`config.mk`:
```
export PLATFORM = sky130hd
export DESIGN_NAME = hilo_seq
export DESIGN_NICKNAME = d
export VERILOG_FILES = /design/src/rtl/hilo_seq.sv
export SDC_FILE = /design/constraint.sdc
export NUM_CORES = 1
export LEC_CHECK = 0
export CORE_ASPECT_RATIO = 0.7
export CORE_MARGIN = 2
export CORE_UTILIZATION = 35
export CTS_CLUSTER_DIAMETER = 60
export CTS_CLUSTER_SIZE = 20
export DETAILED_ROUTE_END_ITERATION = 10
export PLACE_DENSITY = 0.62
export RECOVER_POWER = 100
export REMOVE_ABC_BUFFERS = 1
export SLEW_MARGIN = 5
export SYNTH_ARGS = -nofsm -noshare
export SYNTH_HDL_FRONTEND = slang
export SYNTH_SLANG_ARGS = --single-unit
export TNS_END_PERCENT = 5
```
`constraint.sdc`:
```
create_clock -name clk -period 9.9 [get_ports clk]
set_input_delay 1.98 -clock clk [delete_from_list [all_inputs] [get_ports clk]]
set_output_delay 1.98 -clock clk [all_outputs]
set_load 0.02 [all_outputs]
```
`src/rtl/hilo_seq.sv`:
```
// hilo_seq: multi-cycle HI/LO unit (shift-add multiply, restoring divide, mthi/mtlo, mul)
module hilo_seq (
  input  logic        clk,
  input  logic        rst,
  input  logic        issue,
  input  logic [1:0]  multiply,
  input  logic [1:0]  divide,
  input  logic [1:0]  HI_sel,
  input  logic [1:0]  LO_sel,
  input  logic [1:0]  MultoRF,
  input  logic [31:0] rs_val,
  input  logic [31:0] rt_val,
  output logic [31:0] hi_out,
  output logic [31:0] lo_out,
  output logic [31:0] mul_lo,
  output logic        mul_valid,
  output logic        busy,
  output logic        stall,
  output logic        dz
);
  localparam logic [1:0] IDLE = 2'd0, CALC = 2'd1, FIX = 2'd2, MRET = 2'd3;
  logic [1:0]  state_q, state_d;
  logic [4:0]  cnt_q, cnt_d;
  logic [63:0] acc_q, acc_d, prod;
  logic [31:0] a_q, a_d, hi_q, hi_d, lo_q, lo_d, mul_lo_q, mul_lo_d, rs_abs, rt_abs;
  logic        dz_q, dz_d, is_div_q, is_div_d, is_mul_q, is_mul_d, zero_q, zero_d;
  logic        neg_q, neg_d, rneg_q, rneg_d, sg, start_div, zero_c;
  logic [32:0] msum, dsub;
  assign busy      = state_q == CALC || state_q == FIX;
  assign mul_valid = state_q == MRET;
  assign stall     = issue && busy && (MultoRF == 2'd2 || MultoRF == 2'd3 || multiply[1] ||
                     divide[1] || HI_sel == 2'b00 || LO_sel == 2'b00);
  assign hi_out = hi_q;
  assign lo_out = lo_q;
  assign mul_lo = mul_lo_q;
  assign dz     = dz_q;
  always_comb begin
    sg        = multiply[1] ? multiply[0] : divide[0];
    start_div = !multiply[1];
    zero_c    = start_div && rt_val == 32'd0;
    rs_abs    = (sg && rs_val[31]) ? -rs_val : rs_val;
    rt_abs    = (sg && rt_val[31]) ? -rt_val : rt_val;
    msum      = {1'b0, acc_q[63:32]} + (acc_q[0] ? {1'b0, a_q} : 33'd0);
    dsub      = acc_q[63:31] - {1'b0, a_q};
    prod      = neg_q ? -acc_q : acc_q;
    state_d   = state_q;
    cnt_d     = cnt_q;
    acc_d     = acc_q;
    a_d       = a_q;
    hi_d      = hi_q;
    lo_d      = lo_q;
    mul_lo_d  = mul_lo_q;
    dz_d      = dz_q;
    is_div_d  = is_div_q;
    is_mul_d  = is_mul_q;
    zero_d    = zero_q;
    neg_d     = neg_q;
    rneg_d    = rneg_q;
    if (state_q == IDLE && issue) begin
      if (multiply[1] || divide[1]) begin
        state_d  = zero_c ? FIX : CALC;
        cnt_d    = 5'd0;
        a_d      = rt_abs;
        acc_d    = {zero_c ? rs_val : 32'd0, rs_abs};
        is_div_d = start_div;
        is_mul_d = multiply[1] && HI_sel == 2'b11;
        zero_d   = zero_c;
        neg_d    = sg && (rs_val[31] ^ rt_val[31]);
        rneg_d   = sg && rs_val[31];
        dz_d     = start_div ? 1'b0 : dz_q;
      end else begin
        hi_d = HI_sel == 2'b00 ? rs_val : hi_q;
        lo_d = LO_sel == 2'b00 ? rs_val : lo_q;
      end
    end else if (state_q == CALC) begin
      cnt_d   = cnt_q + 5'd1;
      state_d = cnt_q == 5'd31 ? FIX : CALC;
      acc_d   = is_div_q ? {dsub[32] ? acc_q[62:31] : dsub[31:0], acc_q[30:0], ~dsub[32]}
                         : {msum, acc_q[31:1]};
    end else if (state_q == FIX) begin
      state_d = is_mul_q ? MRET : IDLE;
      if (zero_q) begin
        hi_d = acc_q[63:32];
        lo_d = 32'hFFFF_FFFF;
        dz_d = 1'b1;
      end else if (is_div_q) begin
        hi_d = rneg_q ? -acc_q[63:32] : acc_q[63:32];
        lo_d = neg_q ? -acc_q[31:0] : acc_q[31:0];
      end else if (is_mul_q) begin
        mul_lo_d = prod[31:0];
      end else begin
        hi_d = prod[63:32];
        lo_d = prod[31:0];
      end
    end else if (state_q == MRET) begin
      state_d = IDLE;
    end
  end
  always_ff @(posedge clk or posedge rst) begin
    if (rst) begin
      state_q  <= IDLE;
      cnt_q    <= '0;
      acc_q    <= '0;
      a_q      <= '0;
      hi_q     <= '0;
      lo_q     <= '0;
      mul_lo_q <= '0;
      dz_q     <= 1'b0;
      is_div_q <= 1'b0;
      is_mul_q <= 1'b0;
      zero_q   <= 1'b0;
      neg_q    <= 1'b0;
      rneg_q   <= 1'b0;
    end else begin
      state_q  <= state_d;
      cnt_q    <= cnt_d;
      acc_q    <= acc_d;
      a_q      <= a_d;
      hi_q     <= hi_d;
      lo_q     <= lo_d;
      mul_lo_q <= mul_lo_d;
      dz_q     <= dz_d;
      is_div_q <= is_div_d;
      is_mul_q <= is_mul_d;
      zero_q   <= zero_d;
      neg_q    <= neg_d;
      rneg_q   <= rneg_d;
    end
  end
endmodule

```
* Word level (Yosys, flattened, before mapping)
Cells that the tools add are included.
** Storage, ports and cells
- Output and inout bits :: 100
- Register bits after elaboration :: 205
- Input bits :: 77
** Cells by class
- Muxes and demuxes :: 46
- Eq/ne operators :: 14
- Reduce and logical (&&, ||, !) cells :: 31
- Add/subtract/negate cells :: 8
- Bitwise logic cells :: 6
** Operators by type and width (number)
- $mux W32 :: 23
- $mux W64 :: 5
- $neg A32 Y32 :: 4
- $neg A64 Y64 :: 1
- $add A32 B32 Y33 :: 1
- $sub A33 B32 Y33 :: 1
- $logic_not A32 Y1 :: 1
- $mux W2 :: 8
- $mux W5 :: 3
- $reduce_and A5 Y1 :: 3
- $eq A2 B2 Y1 const B :: 5
- $logic_and A1 B1 Y1 :: 8
- $ne A2 B2 Y1 const B :: 4
- $logic_or A1 B1 Y1 :: 7
- $mux W1 :: 7
- $logic_not A2 Y1 :: 3
- $reduce_and A2 Y1 :: 3
- $reduce_and A6 Y1 :: 1
- $reduce_bool A2 Y1 :: 3
- $add A5 B1 Y5 const B :: 1
- $eq A5 B5 Y1 const B :: 1
- $not A1 Y1 :: 5
- $ne A2 B1 Y1 const B :: 2
- $ne A4 B2 Y1 const B :: 1
- other kinds (4) :: 4

* Longest topological paths before layout
- Word-level depth :: 8
- Mapped depth :: 15

* Worst setup path before layout
OpenSTA, ideal clock, no wires.
- Path kind :: in2out
- Start point :: in multiply[1]
- End point :: out stall
- Required time :: 7.920 ns
- Stages on the path :: 3
- Setup slack :: 5.384 ns
- Buffers on the path :: 0
- Arrival time :: 2.536 ns
- Path through :: nor2_1 -> o21ai_0 -> o311a_1
** Between the ends
- Cells in the longest elaborated chain, start to end :: 5
** RTL lines
- from (decl) :: RTL line 6 : input logic [1:0] multiply,
- $logic_or A1 B1 Y1 (2 in a row) :: RTL line 31 : assign stall = issue && busy && (MultoRF == 2'd2 || MultoRF == 2'd3 || multiply[1] ||
- $logic_or A1 B1 Y1 (2 in a row) :: RTL line 32 : divide[1] || HI_sel == 2'b00 || LO_sel == 2'b00);
- $logic_and A1 B1 Y1 :: RTL line 31
- to (decl) :: RTL line 18 : output logic stall,
No other way between the ends.

* Worst setup path after layout
- Start point :: in issue
- End point :: reg acc_q[53]
** Between the ends
- Cells in the longest elaborated chain, start to end :: 3
** RTL lines
- from (decl) :: RTL line 5 : input logic issue,
- $logic_and A1 B1 Y1 * :: RTL line 59 : if (state_q == IDLE && issue) begin
- $ne A2 B1 Y1 (no source line) / $reduce_bool A2 Y1 (equally long branches)
- $reduce_and A2 Y1 (no source line)
- to (signal assigned) :: RTL line 103 : acc_q <= '0;
- to (signal assigned) :: RTL line 117 : acc_q <= acc_d;
- to (decl) :: RTL line 24 : logic [63:0] acc_q, acc_d, prod;
Every way passes the cells marked *; elsewhere a longest branch is shown, timed or not.
A chain may end at the register's enable or synchronous reset.

==> flow_metrics.env <==
export IMPL_cp_slowest_cell="clkbuf_1"
export IMPL_violations="max-capacitance violations, max-slew violations"
export IMPL_worst_pin_slew_ns=4.843
export IMPL_setup_viol=0
export IMPL_path_common_cell="clkbuf_1"
export IMPL_skew_ns=0.02994
export IMPL_startpoint="issue"
export IMPL_period_needed_ns=7.148
export IMPL_synth_top_area_frac=0.3180
export IMPL_finalWeightedCongestion=0.9390
export IMPL_r2r_cells=10
export IMPL_grt_pass1_vias=14890
export IMPL_setup_ws_ns=2.752
export IMPL_max_freq_ghz=0.1399
export IMPL_grt_max_degree=106
export IMPL_ios=177
export IMPL_dpl_instance_area_sq_um=18410
export IMPL_die_w_um=260.6
export IMPL_ys_seq_area_frac=0.3180
export IMPL_dp_hpwl_um=43780
export IMPL_finalHoldViolations=0
export IMPL_viasPerCell=5.760
export IMPL_clk_latency_ns=0.55
export IMPL_critPathMaxFanout=77
export IMPL_power_density_nw_per_um2=363.8
export IMPL_cts_tree="yes"
export IMPL_holdCritStartpoint="lo_out[9]$_DFFE_PP0P_"
export IMPL_path_cells="dlygate4sd3_1, and2_0, o21ai_4, clkbuf_1, nand2_2, clkbuf_1, and3_1, a21oi_1, o211ai_1"
export IMPL_wl_met3_um=4669
export IMPL_drc=0
export IMPL_r2r_start="state_q[0]$_DFFE_PP0P_"
export IMPL_detail_route_antenna_nets=0
export IMPL_drive_above_1_share=0.04935
export IMPL_synth_cell_types=89
export IMPL_status="finished with violations"
export IMPL_grt_pass1_wl_um=88780
export IMPL_synthArstFlopShare=1.000
export IMPL_layout_nets=2306
export IMPL_cts_made_buffers=21
export IMPL_portBuffers=175
export IMPL_rsz0062_at_grt="false"
export IMPL_arrival_ns=7.56
export IMPL_synth_edf_count=0
export IMPL_required_ns=10.31
export IMPL_synth_top_cell_by_area="dfrtp_1"
export IMPL_cts_sinks=205
export IMPL_r2r_slack_ns=4.10
export IMPL_row_count=65
export IMPL_leakage_nw=8.295
export IMPL_finalSetupTns_ns=0
export IMPL_max_cap_viol_count=8
export IMPL_regArea_sq_um=5131
export IMPL_antenna_found_initial=2
export IMPL_syn_instance_count=2047
export IMPL_cts_resized=0
export IMPL_grt_overflow=0
export IMPL_avgSynthCellArea_sq_um=7.880
export IMPL_crit_type="in2reg"
export IMPL_clk_pin_slew_ns=0.08
export IMPL_synth_most_common_cell="nor2_1"
export IMPL_min_to="lo_out[9]$_DFFE_PP0P_"
export IMPL_fp_coreArea_sq_um=45300
export IMPL_yosysWarningCount=0
export IMPL_via_count=15970
export IMPL_hp_class="reg2reg"
export IMPL_synth_seq_cells=205
export IMPL_relSlewSlack=-2.247
export IMPL_peakVddDrop_v=0.0002402
export IMPL_clockBufferDepth=3
export IMPL_p_total_mw=6.961
export IMPL_reg2reg_to="acc_q[53]$_DFFE_PP0P_"
export IMPL_report_final_slew_viol_count=361
export IMPL_yosys_top_cells_count="nor2_1 (255), nand2_1 (223), a21oi_1 (210), dfrtp_1 (205), o21ai_0 (189)"
export IMPL_crit_buf_inv=3
export IMPL_dpl_worst_slack_ns=3.985
export IMPL_final_fill_count=4564
export IMPL_post_drt_wl_per_cell_um=20.75
export IMPL_h_tree_depth=1
export IMPL_m1WireLength_um=27710
export IMPL_drt_total_wl_um=57520
export IMPL_cp_start_kind="input pin"
export IMPL_yosys_top_cells_area="dfrtp_1 (32%), a21oi_1 (6.5%), nor2_1 (5.9%)"
export IMPL_fin_area_sq_um=19130
export IMPL_netlist_area_sq_um=16130
export IMPL_die_height_um=183.6
export IMPL_period_share=0.7220
export IMPL_firstDrtPassIters=6
export IMPL_multi_input_area_sq_um=10310
export IMPL_worstHoldPathCells=1
export IMPL_routed_top_layer="met5"
export IMPL_crit_family="buffers and inverters"
export IMPL_place_inst=2733
export IMPL_dieArea_sq_um=47850
export IMPL_initial_core_util=0.3561
export IMPL_syn_to_final_growth_pct=18.62
export IMPL_post_cts_buffers=0
export IMPL_first_iter_violations=1465
export IMPL_cts_root_buf="clkbuf_16"
export IMPL_grt_total_usage=0.2368
export IMPL_synthFlopType="dfrtp_1"
export IMPL_crit_path_end_kind="flop"
export IMPL_dr_wl_met2_um=24020
export IMPL_max_stage_delay_ns=2.28
export IMPL_postCtsHoldBufs=0
export IMPL_finalNonFillerCells=2772
## cell families after synthesis
family          count (synthesis)  synth area share
fa+ha+maj                      76           0.05988
simple gates                  696            0.1981
mux                            57           0.03669
compound gates                657            0.2490
buf+inv                       184           0.04491
xor+xnor                      172           0.09339
flops                         205            0.3180
## how the worst max path moves through the flow
stage,endpoint,cells past startpoint
2_1_floorplan,acc_q[59]$_DFFE_PP0P_,7
3_3_place_gp,acc_q[54]$_DFFE_PP0P_,10
3_5_place_dp,acc_q[54]$_DFFE_PP0P_,10
4_1_cts,stall,5
5_1_grt,acc_q[53]$_DFFE_PP0P_,9
6_report,acc_q[53]$_DFFE_PP0P_,9
## flip-flops by register name, indices dropped and copies added, names as in the netlist, 2 cells and up
register,cells
mul_lo,32
hi_out,32
cnt_q,5
a_q,32
acc_q,64
state_q,2
lo_out,32
## stage by stage
| stage | hold WS, ns | util |
|---|---|---|
| after floorplan | 0.4490 | - |
| after global placement | 0.4655 | 0.4065 |
| after detailed placement | 0.4664 | 0.4065 |
| after CTS | 0.4848 | 0.4233 |
| after global routing | 0.4963 | 0.4223 |
| final | 0.4790 | 0.4224 |
## power by group
group	switching, mW	internal (mW)
clock network	0.430	0.473
registers	0.452	1.16
logic	2.70	1.74
total	3.59	3.37
## cell usage in the layout, fill, tap and decap left out, types with 41 or more instances in the layout
master,count
ha_1,74
dlygate4sd3_1,103
nand2_1,221
a21oi_1,210
nor2_1,254
a21o_1,41
inv_1,64
o21ai_0,188
xor2_1,90
clkdlybuf4s50_1,72
dfrtp_1,204
xnor2_1,82
## layout make-up
type,count,share of cell area
diodes,1,0.0001308
clock buffers,21,0.02747
clock inverters,17,0.01236
inverters,66,0.01301
multi-input cells,1658,0.5386
flip-flops and latches,205,0.2682
well taps,603,0.03943
repair buffers,201,0.1008
## metal layers
metal,track usage,vias up
met3,0.04756,55
li1,-,7534
met2,0.3483,596
met5,0,-
met1,0.3557,7780
met4,0.04709,2
## worst reg2reg max path: cells and delay by family (launching register included)
family                     cells  cell delay [ns]
buffers and inverters          3             3.25
and+or+nand+nor                3             1.37
AOI/OAI and AO/OA              3             0.47
DFF                            1             0.39
adders and majority gates      1             0.21
No activity file was read; power rests on OpenSTA's default activity.
